<file path="config.mk">
export PLATFORM = sky130hd
export DESIGN_NAME = crc_16_check_flat
export DESIGN_NICKNAME = d
export VERILOG_FILES = /design/src/rtl/crc_16_check_if.sv /design/src/rtl/crc_16_check.sv /design/src/flat_wrapper.sv
export SDC_FILE = /design/constraint.sdc
export NUM_CORES = 1
export LEC_CHECK = 0
export BUFFER_PORTS_ARGS = -buffer_cell sky130_fd_sc_hd__buf_2
export CAP_MARGIN = 0
export CORE_MARGIN = 8
export CORE_UTILIZATION = 50
export DETAILED_ROUTE_END_ITERATION = 7
export PLACE_DENSITY = 0.71
export SETUP_SLACK_MARGIN = 0.1
export SLEW_MARGIN = 20
export SYNTH_ARGS = -nofsm -noshare
export SYNTH_HDL_FRONTEND = slang
export SYNTH_SLANG_ARGS = --single-unit
export TNS_END_PERCENT = 50
</file>
<file path="constraint.sdc">
create_clock -name clk -period 3.7 [get_ports clk]
set_clock_uncertainty 0.1 [all_clocks]
set_input_delay 0.555 -clock clk [delete_from_list [all_inputs] [get_ports clk]]
set_output_delay 0.555 -clock clk [all_outputs]
set_load 0.05 [all_outputs]
</file>
<file path="src/rtl/crc_16_check_if.sv">
// Byte-stream and result bundle for the Modbus RTU CRC-16 frame checker.
// Defining CRC_CHECK_STATS_EN adds the good/bad frame counters and their clear.
interface crc_16_check_if #(
    parameter int unsigned MAX_LEN = 256
);
    localparam int unsigned LEN_W = $clog2(MAX_LEN + 1);

    logic             vi;
    logic [7:0]       di;
    logic             eof;
    logic             rdy;
    logic             valid;
    logic             ok;
    logic [15:0]      crc_calc;
    logic [15:0]      crc_rx;
    logic [LEN_W-1:0] len;
    logic             err_short;
    logic             err_long;
    logic             err_ovr;

`ifdef CRC_CHECK_STATS_EN
    logic             cnt_clr;
    logic [15:0]      good_cnt;
    logic [15:0]      bad_cnt;

    modport master (
        output vi, di, eof, cnt_clr,
        input  rdy, valid, ok, crc_calc, crc_rx, len,
               err_short, err_long, err_ovr, good_cnt, bad_cnt
    );

    modport slave (
        input  vi, di, eof, cnt_clr,
        output rdy, valid, ok, crc_calc, crc_rx, len,
               err_short, err_long, err_ovr, good_cnt, bad_cnt
    );
`else
    modport master (
        output vi, di, eof,
        input  rdy, valid, ok, crc_calc, crc_rx, len,
               err_short, err_long, err_ovr
    );

    modport slave (
        input  vi, di, eof,
        output rdy, valid, ok, crc_calc, crc_rx, len,
               err_short, err_long, err_ovr
    );
`endif
endinterface

</file>
<file path="src/rtl/crc_16_check.sv">
// Receive-side Modbus RTU CRC-16 frame checker with a 2-byte CRC delay line and bit-serial engine.
// Optional good/bad frame statistics are enabled by defining CRC_CHECK_STATS_EN.
module crc_16_check #(
    parameter int unsigned MAX_LEN  = 256,
    parameter logic [15:0] CRC_POLY = 16'hA001,
    parameter logic [15:0] CRC_INIT = 16'hFFFF
) (
    input logic           clk,
    input logic           rst,
    crc_16_check_if.slave bus
);
    localparam int unsigned      CNT_W   = $clog2(MAX_LEN + 2);
    localparam int unsigned      LEN_W   = $clog2(MAX_LEN + 1);
    localparam int unsigned      LEN_MAX = (1 << LEN_W) - 1;
    localparam logic [CNT_W-1:0] CNT_SAT = CNT_W'(MAX_LEN + 1);
    localparam logic [CNT_W-1:0] MIN_LEN = CNT_W'(4);

    typedef enum logic [1:0] {IDLE, ACC, SHIFT, CHECK} state_t;

    state_t           state;
    logic [15:0]      crc;
    logic [7:0]       dly_new;
    logic [7:0]       dly_old;
    logic [1:0]       dly_cnt;
    logic [CNT_W-1:0] cnt;
    logic [2:0]       bit_cnt;
    logic             eof_pend;
    logic             ovr;

    logic             accept;
    logic [CNT_W-1:0] cnt_inc;
    logic             long_inc;
    logic [15:0]      crc_step;
    logic [15:0]      rx_word;
    logic             short_now;
    logic             long_now;
    logic             ovr_now;
    logic [LEN_W-1:0] len_now;

    always_comb begin
        accept    = bus.vi && (state == IDLE || state == ACC);
        cnt_inc   = (cnt == CNT_SAT) ? cnt : cnt + CNT_W'(1);
        long_inc  = (cnt_inc == CNT_SAT);
        crc_step  = crc[0] ? ((crc >> 1) ^ CRC_POLY) : (crc >> 1);
        rx_word   = {dly_new, dly_old};
        short_now = (cnt < MIN_LEN);
        long_now  = (cnt == CNT_SAT);
        // a byte offered during CHECK is already lost, so it counts against this frame
        ovr_now   = ovr || bus.vi;
        len_now   = (32'(cnt) > LEN_MAX) ? '1 : LEN_W'(cnt);
    end

    always_ff @(posedge clk) begin
        if (rst) begin
            state         <= IDLE;
            crc           <= CRC_INIT;
            dly_new       <= '0;
            dly_old       <= '0;
            dly_cnt       <= '0;
            cnt           <= '0;
            bit_cnt       <= '0;
            eof_pend      <= 1'b0;
            ovr           <= 1'b0;
            bus.rdy       <= 1'b1;
            bus.valid     <= 1'b0;
            bus.ok        <= 1'b0;
            bus.crc_calc  <= '0;
            bus.crc_rx    <= '0;
            bus.len       <= '0;
            bus.err_short <= 1'b0;
            bus.err_long  <= 1'b0;
            bus.err_ovr   <= 1'b0;
        end else begin
            bus.valid <= 1'b0;
            unique case (state)
                IDLE, ACC: begin
                    if (accept) begin
                        cnt     <= cnt_inc;
                        dly_old <= dly_new;
                        dly_new <= bus.di;
                        // the byte leaving the delay line is payload; once too long the engine freezes
                        if (dly_cnt == 2'd2 && !long_inc) begin
                            crc      <= crc ^ {8'h00, dly_old};
                            bit_cnt  <= '0;
                            eof_pend <= bus.eof;
                            state    <= SHIFT;
                            bus.rdy  <= 1'b0;
                        end else begin
                            if (dly_cnt != 2'd2) begin
                                dly_cnt <= dly_cnt + 2'd1;
                            end
                            state   <= bus.eof ? CHECK : ACC;
                            bus.rdy <= !bus.eof;
                        end
                    end else if (bus.eof && state == ACC) begin
                        state   <= CHECK;
                        bus.rdy <= 1'b0;
                    end
                end
                SHIFT: begin
                    crc     <= crc_step;
                    bit_cnt <= bit_cnt + 3'd1;
                    if (bus.vi) begin
                        ovr <= 1'b1;
                    end
                    if (bus.eof) begin
                        eof_pend <= 1'b1;
                    end
                    if (bit_cnt == 3'd7) begin
                        state   <= (eof_pend || bus.eof) ? CHECK : ACC;
                        bus.rdy <= !(eof_pend || bus.eof);
                    end
                end
                CHECK: begin
                    bus.valid     <= 1'b1;
                    bus.ok        <= (crc == rx_word) && !short_now && !long_now && !ovr_now;
                    bus.crc_calc  <= crc;
                    bus.crc_rx    <= rx_word;
                    bus.len       <= len_now;
                    bus.err_short <= short_now;
                    bus.err_long  <= long_now;
                    bus.err_ovr   <= ovr_now;
                    crc           <= CRC_INIT;
                    dly_new       <= '0;
                    dly_old       <= '0;
                    dly_cnt       <= '0;
                    cnt           <= '0;
                    eof_pend      <= 1'b0;
                    ovr           <= 1'b0;
                    state         <= IDLE;
                    bus.rdy       <= 1'b1;
                end
                default: begin
                    state   <= IDLE;
                    bus.rdy <= 1'b1;
                end
            endcase
        end
    end

`ifdef CRC_CHECK_STATS_EN
    always_ff @(posedge clk) begin
        if (rst || bus.cnt_clr) begin
            bus.good_cnt <= '0;
            bus.bad_cnt  <= '0;
        end else if (bus.valid) begin
            if (bus.ok) begin
                if (bus.good_cnt != 16'hFFFF) begin
                    bus.good_cnt <= bus.good_cnt + 16'd1;
                end
            end else if (bus.bad_cnt != 16'hFFFF) begin
                bus.bad_cnt <= bus.bad_cnt + 16'd1;
            end
        end
    end
`endif
endmodule
</file>
<file path="src/flat_wrapper.sv">
// flat-port wrapper written by rule: the top's interface ports become plain ports
module crc_16_check_flat 
#(
    parameter int unsigned MAX_LEN  = 256,
    parameter logic [15:0] CRC_POLY = 16'hA001,
    parameter logic [15:0] CRC_INIT = 16'hFFFF
)
  (clk, rst, bus_vi, bus_di, bus_eof, bus_rdy, bus_valid, bus_ok, bus_crc_calc, bus_crc_rx, bus_len, bus_err_short, bus_err_long, bus_err_ovr);
  crc_16_check_if #(.MAX_LEN(MAX_LEN)) bus_i ();
  input logic clk;
  input logic rst;
  input wire logic [$bits(bus_i.vi)-1:0] bus_vi;
  input wire logic [$bits(bus_i.di)-1:0] bus_di;
  input wire logic [$bits(bus_i.eof)-1:0] bus_eof;
  output wire logic [$bits(bus_i.rdy)-1:0] bus_rdy;
  output wire logic [$bits(bus_i.valid)-1:0] bus_valid;
  output wire logic [$bits(bus_i.ok)-1:0] bus_ok;
  output wire logic [$bits(bus_i.crc_calc)-1:0] bus_crc_calc;
  output wire logic [$bits(bus_i.crc_rx)-1:0] bus_crc_rx;
  output wire logic [$bits(bus_i.len)-1:0] bus_len;
  output wire logic [$bits(bus_i.err_short)-1:0] bus_err_short;
  output wire logic [$bits(bus_i.err_long)-1:0] bus_err_long;
  output wire logic [$bits(bus_i.err_ovr)-1:0] bus_err_ovr;
  assign bus_i.vi = bus_vi;
  assign bus_i.di = bus_di;
  assign bus_i.eof = bus_eof;
  assign bus_rdy = bus_i.rdy;
  assign bus_valid = bus_i.valid;
  assign bus_ok = bus_i.ok;
  assign bus_crc_calc = bus_i.crc_calc;
  assign bus_crc_rx = bus_i.crc_rx;
  assign bus_len = bus_i.len;
  assign bus_err_short = bus_i.err_short;
  assign bus_err_long = bus_i.err_long;
  assign bus_err_ovr = bus_i.err_ovr;
  crc_16_check #(.MAX_LEN(MAX_LEN), .CRC_POLY(CRC_POLY), .CRC_INIT(CRC_INIT)) u_core (.clk(clk), .rst(rst), .bus(bus_i));
endmodule
</file>
==> metrics.md, run 1 <==
| Metric | Value |
|---|---|
| GPL Wtd Cong | 0.8561 |
| Area after DPL | 0.004476 sq mm |
| Unrepaired setup endpoints after global routing | no |
| Syn_nets | 524 |
| Chip Width | 107.7 um |
| FP Rows | 33 |
| Critical path endpoint category | register |
| CP peak stage delay | 0.63 ns |
| Layout Area Growth over Synthesis | 10.50% |
| Final ANT Viol Nets | 0 |
| Pwr Density | 447.9 mW/mm^2 |
| Clk pwr share | 30.7% |
| Max cap viols | 0 |
| Status | finished, final reports clean |
| Crit path DAT | 2.88 ns |
| Count of cell types in the netlist | 53 |
| R2R Setup Slk | 1.00 ns |
| Maximum vdd ir drop | 0.0002481 V |
| Finish-stage setup viols | 0 |
| Residual DRC | 0 |
| Synth Cell Area | 0.004205 sq mm |
| Mean Syn Cell Area | 8.294 sq um |
| Slew Limit Fails | 0 |
| Hold buffers post-CTS | 0 |
| Number of global-route vias before repair | 3,407 |
| Reg clk slew, reported paths | 0.08 ns |
| Critical path required time | 3.88 ns |
| Hold_sp | u_core.bus.crc_calc[10] |
| Sequential-to-total area share from yosys stat | 46.18% |
| Worst hold path type | reg2reg |
| Initial antenna violation count | 0 |
| Post-layout instance area | 0.004647 sq mm |
| Hold_ws | 0.3523 ns |
| Tot Pwr | 2.082 mW |
| Cells after Synth | 507 |
| Fmax | 370.9 MHz |
| Top Ports | 59 |
| Initial Util | 51.44% |
| Clk sinks | 97 |
| CTS tree | done |
| First drt pass iteration count | 7 |
| Setup Fix Bufs, Post-CTS | 0 |
| Gr ovfl total | 0 |
| Worst reg2reg path depth | 6 |
| Worst reg2reg startpoint | u_core.cnt[2] |
| Top cell type's share of synthesized area | 46.18% |
| Area leader, netlist | dfxtp_1 |
| Yosys warns | 0 |
| Layout cells sized above 1 | 17.70% |
| Critical path peak fanout | 18 |
| Hold depth | 2 |
| Post-Route WL | 9880 um |
| Sw Ratio | 27.96% |
| Core box area | 0.008175 sq mm |
| Final cycle utilization of the critical path | 72.86% |
| Antenna Diode Count | 0 |
| Number of buffers created by CTS | 9 |
| DR iter-0 viols | 229 |
| Synth cell count leaders | dfxtp_1, nand2_1, a21oi_1, nor2_1, clkbuf_1 |
| Synth area leaders | dfxtp_1, nand2_1, a21oi_1 |
| Synthesized flop and latch total | 97 |
| # port buffers | 58 |
| Hold endpoint | u_core.bus.crc_calc[10] |
| P_int | 1.499 mW |
| Routed vias | 3,599 |
| Overall routing resource usage | 17.63% |
| Post-synth EDFFs | 0 |
| Dpl hpwl | 6882 um |
| Slew HR | 48.00% |
| Final Hold Viols | 0 |
| Min cycle time layout | 2.696 ns |
| Latest clock arrival within the worst-skew pair | 0.35 ns |
| Global-route wire length before repair | 16,840 um |
| Die area | 0.01160 sq mm |
| Critical path, cell by cell | or4_1 > or4_4 > mux2i_1 > o221a_4 > or4_2 > a31oi_1 |
| CTS Root Cell | clkbuf_8 |
| Startpoint Class | register |
| Clock Tree Buf Depth | 2 |
| Die H | 107.7 um |
| Pin count of the biggest net entering global routing | 48 |
| Capturing point of the worst reg2reg path | u_core.crc[1] |
| Setup TNS | 0 ns |
| Post_cts resized | 0 |
| Sw Pwr | 0.5821 mW |
| Top FF cell, synth | dfxtp_1 |
| Routed len/inst | 15.13 um |
| WS Path Type | reg2reg |
| P_leak | 1.753 nW |
| H-Tree Depth | 3 |
| Seq pwr share | 55.0% |
| Nets | 564 |
| Worst slew pin tran | 0.7789 ns |
| Critical path's slowest cell | or4_2 |
| Via density | 5.511 |
| Async S/R FF share, synth | 0% |
| Util after Layout | 56.84% |
| Combinational fraction of design power | 14.3% |
==> cell families after synthesis <==
logic type               after synthesis  synth area share [%]
AO/OA/AOI/OAI                        125                 18.95
AND/OR/NAND/NOR                      211                 22.85
flip-flops                            97                 46.18
multiplexers                           3                0.7141
buffers and inverters                 46                 5.653
adder cells (fa/ha/maj)                5                 1.488
XOR/XNOR                              20                 4.165
==> metrics by stage <==
step / setup WS [ns] / std cells
2_1_floorplan: 1.183 / 507
3_3_place_gp: 1.078 / 641
3_5_place_dp: 1.029 / 641
4_1_cts: 1.009 / 653
5_1_grt: 0.8612 / 653
6_report: 1.004 / 653
==> critical path, delay by kind of cell, from the launching register on <==
family / cells / cell delay, ns
AND/OR/NAND/NOR: 3 / 1.63
AO/OA/AOI/OAI: 2 / 0.36
flip-flops: 1 / 0.37
multiplexers: 1 / 0.15
==> cells in the final DEF, fill, tap and decap left out, types with 3 or more instances in the layout <==
cell / count
a211oi_1: 3
a21oi_1: 59
a22oi_1: 19
a31oi_1: 8
buf_2: 58
buf_4: 6
clkbuf_8: 10
dfxtp_1: 97
ha_1: 5
inv_1: 11
mux2i_1: 3
nand2_1: 97
nand2b_1: 7
nand3b_1: 3
nor2_1: 57
nor3_1: 7
nor4_1: 6
o21ai_0: 11
o31ai_1: 8
or2_2: 5
or3_1: 7
or4_2: 8
xnor2_1: 6
xor2_1: 14
==> sequential cells by signal, indices dropped and copies added (netlist names), 2 cells and up <==
signal               cells
u_core.state             2
u_core.bus.len           9
u_core.bit_cnt           3
u_core.bus.crc_rx       16
u_core.crc              16
u_core.bus.crc_calc     16
u_core.cnt               9
u_core.dly_old           8
u_core.dly_new           8
u_core.dly_cnt           2
==> cell type report <==
type,count,area [sq um]
inverter,11,41.29
clock buffer,11,141.4
timing repair buffer,64,335.3
multi-input combinational,364,2026
clock inverter,1,30.03
sequential,97,1942
fill,795,3528
tap,105,131.4
==> power groups by stage <==
stage	registers [mW]	logic (mW)	clock network, mW
CTS	1.14	0.300	0.657
finish	1.14	0.298	0.639
floorplan	1.20	0.194	0
detailed placement	1.17	0.298	0
global placement	1.16	0.292	0
global route	1.15	0.331	0.699
==> per-layer routing <==
layer	up-vias	part of all wire [%]	track usage, %
met4	0	1.5	7.037
met3	13	5.6	3.713
met5	-	0	0
met1	1684	50	24.47
met2	79	43	25.92
li1	1823	-	-
==> how the worst max path moves through the flow <==
stage                     slack, ns         endpoint     startpoint  depth (start not counted)
after floorplan                1.18  u_core.eof_pend  u_core.cnt[2]                          6
after global placement         1.08  u_core.eof_pend  u_core.cnt[2]                          6
after detailed placement       1.03  u_core.eof_pend  u_core.cnt[2]                          6
after CTS                      1.01    u_core.crc[7]  u_core.cnt[2]                          6
after global routing           0.86    u_core.crc[7]  u_core.cnt[0]                          7
final                          1.00    u_core.crc[1]  u_core.cnt[2]                          6
Note: power is estimated with default switching activity, not from simulation.
==> run 2, diff against run 1 <==
Clock period 3.7 ns to 2.5 ns, I/O delays scaled along.
==> run 2 against run 1 <==
The flow now finishes with violations (negative setup slack). Sequential power is 46% higher. Sequential share of layout area shrank 2.7 points. Non-clock buffer count up 16. Final cell count increased by 3.1%. Die area stayed put. Global-route usage rose by 1.2 points. Flip-flop and latch count unchanged. Largest cell class unchanged. Largest power group unchanged.
==> metrics.md, run 2 (synthesis gave the netlist of run 1 again) <==
| Metric | Value |
|---|---|
| Global-route wire length before repair | 17,840 um |
| Die H | 107.7 um |
| Critical path required time | 2.69 ns |
| Critical path peak fanout | 7 |
| Fmax | 383.0 MHz |
| Overall routing resource usage | 18.80% |
| P_int | 2.255 mW |
| Clk pwr share | 31.8% |
| CTS tree | done |
| FP Rows | 33 |
| # port buffers | 58 |
| Final cycle utilization of the critical path | 104.4% |
| Dpl hpwl | 7073 um |
| Max cap viols | 0 |
| Hold endpoint | u_core.dly_new[2] |
| Gr ovfl total | 0 |
| Slew HR | 40.40% |
| Pin count of the biggest net entering global routing | 48 |
| First drt pass iteration count | 4 |
| Combinational fraction of design power | 15.7% |
| Critical path endpoint category | register |
| Clk sinks | 97 |
| Routed vias | 3,779 |
| Final Hold Viols | 0 |
| Pwr Density | 641.2 mW/mm^2 |
| Seq pwr share | 52.5% |
| Initial antenna violation count | 0 |
| Top flop regs | u_core.bus.crc_calc: 16 flops, u_core.bus.crc_rx: 16 flops, u_core.crc: 16 flops |
| Slew Limit Fails | 0 |
| Placed Cells | 655 |
| DR iter-0 viols | 248 |
| Worst slew pin tran | 0.8908 ns |
| Sw Pwr | 0.9318 mW |
| Worst hold path type | in2reg |
| Hold buffers post-CTS | 0 |
| Area after DPL | 0.004583 sq mm |
| Capturing point of the worst reg2reg path | u_core.crc[3] |
| Status | finished, violations left |
| CTS Root Cell | clkbuf_8 |
| Layout cells sized above 1 | 23.24% |
| Most common cell after layout, fill and taps aside | nand2_1 |
| Hold_ws | 0.1655 ns |
| Sw Ratio | 29.24% |
| Worst reg2reg startpoint | u_core.cnt[3] |
| Startpoint Class | register |
| Layout Area Growth over Synthesis | 18.21% |
| Crit path DAT | 2.80 ns |
| WS Path Type | reg2reg |
| Via density | 5.615 |
| Routed len/inst | 16.26 um |
| Post-route setup slack | -0.1107 ns |
| Post-route insts no fill | 673 |
| P_leak | 1.874 nW |
| Worst reg2reg path depth | 6 |
| Post-layout instance area | 0.004971 sq mm |
| Post-Route WL | 10,940 um |
| Min cycle time layout | 2.611 ns |
| Core box area | 0.008175 sq mm |
| Clock Tree Buf Depth | 2 |
| Commonest non-fill, non-tap cells in the layout | nand2_1, dfxtp_1, a21oi_1, buf_2, nor2_1 |
| Finish-stage setup viols | 8 |
| Failing checks | negative setup slack |
| Residual DRC | 0 |
| Number of buffers created by CTS | 9 |
| H-Tree Depth | 3 |
| Hold depth | 3 |
| Antenna Diode Count | 0 |
| Nets | 581 |
| Initial Util | 51.44% |
| Pre-CTS worst setup slack | -0.1118 ns |
| Tot Pwr | 3.187 mW |
| Final ANT Viol Nets | 0 |
| Number of global-route vias before repair | 3,570 |
| Maximum vdd ir drop | 0.0004828 V |
| Hold_sp | bus_di[2] |
| Top Ports | 59 |
| Unrepaired setup endpoints after global routing | yes |
| Reg clk slew, reported paths | 0.09 ns |
| Die area | 0.01160 sq mm |
| Latest clock arrival within the worst-skew pair | 0.36 ns |
| R2R Setup Slk | -0.11 ns |
| Chip Width | 107.7 um |
| GPL Wtd Cong | 0.8612 |
## run 2: cell count changes in the layout (fill, tap and decap cells not counted), sizes merged
cell	delta
clkinvlp	+2
o221a	+1
clkinv	+1
buf	+16
## run 2: critical path: stages (launching register included)
cell and delay [ns]:
dfxtp_2 0.33, or4_4 0.53, or4_4 0.46, mux2i_4 0.22, o221a_4 0.17, or4_4 0.53
a31oi_4 0.20
## run 2: timing repair
item	4_1_cts	5_1_grt
endpoints found under the setup margin	15	15
gates resized for setup	16	14
gates cloned	1	0
pin swaps	15	8
buffers inserted	2	0
## run 2: power by group through the flow
stage,logic (mW),clock network (mW),registers (mW)
3_3_place_gp,0.465,0,1.70
6_report,0.501,1.01,1.67
2_1_floorplan,0.286,0,1.77
4_1_cts,0.492,1.03,1.67
5_1_grt,0.549,1.10,1.68
3_5_place_dp,0.474,0,1.71
## run 2: layout make-up
cell class / instances / area [sq um]
Sequential cell: 97 / 1944
Inverter: 11 / 41.29
Fill cell: 733 / 3204
Multi-Input combinational cell: 365 / 2192
Tap cell: 105 / 131.4
Timing Repair Buffer: 80 / 466.7
Clock buffer: 11 / 141.4
Clock inverter: 4 / 53.80
## run 2: worst max path at each step
stage / start / to / slack [ns]
finish: u_core.cnt[3] / u_core.crc[3] / -0.11
global route: u_core.cnt[3] / u_core.crc[3] / -0.14
CTS: u_core.cnt[3] / u_core.crc[3] / -0.11
detailed placement: u_core.cnt[2] / u_core.crc[3] / -0.11
global placement: u_core.cnt[2] / u_core.eof_pend / -0.05
floorplan: u_core.cnt[2] / u_core.eof_pend / -0.003
## run 2: stage by stage
step | utilization (%) | setup TNS (ns)
3_3_place_gp | 56.06 | -0.3013
6_report | 60.81 | -0.3612
3_5_place_dp | 56.06 | -0.7190
4_1_cts | 59.55 | -0.7646
2_1_floorplan | - | -0.002678
5_1_grt | 60.81 | -0.7858
## run 2: routing by layer
layer  track usage (%)  wire length, um  up-vias
met4             6.938              209        0
met5                 0                0        -
met2             28.07             4817      120
met1             25.51             5236     1778
met3             4.671              678       18
li1                  -                -     1863
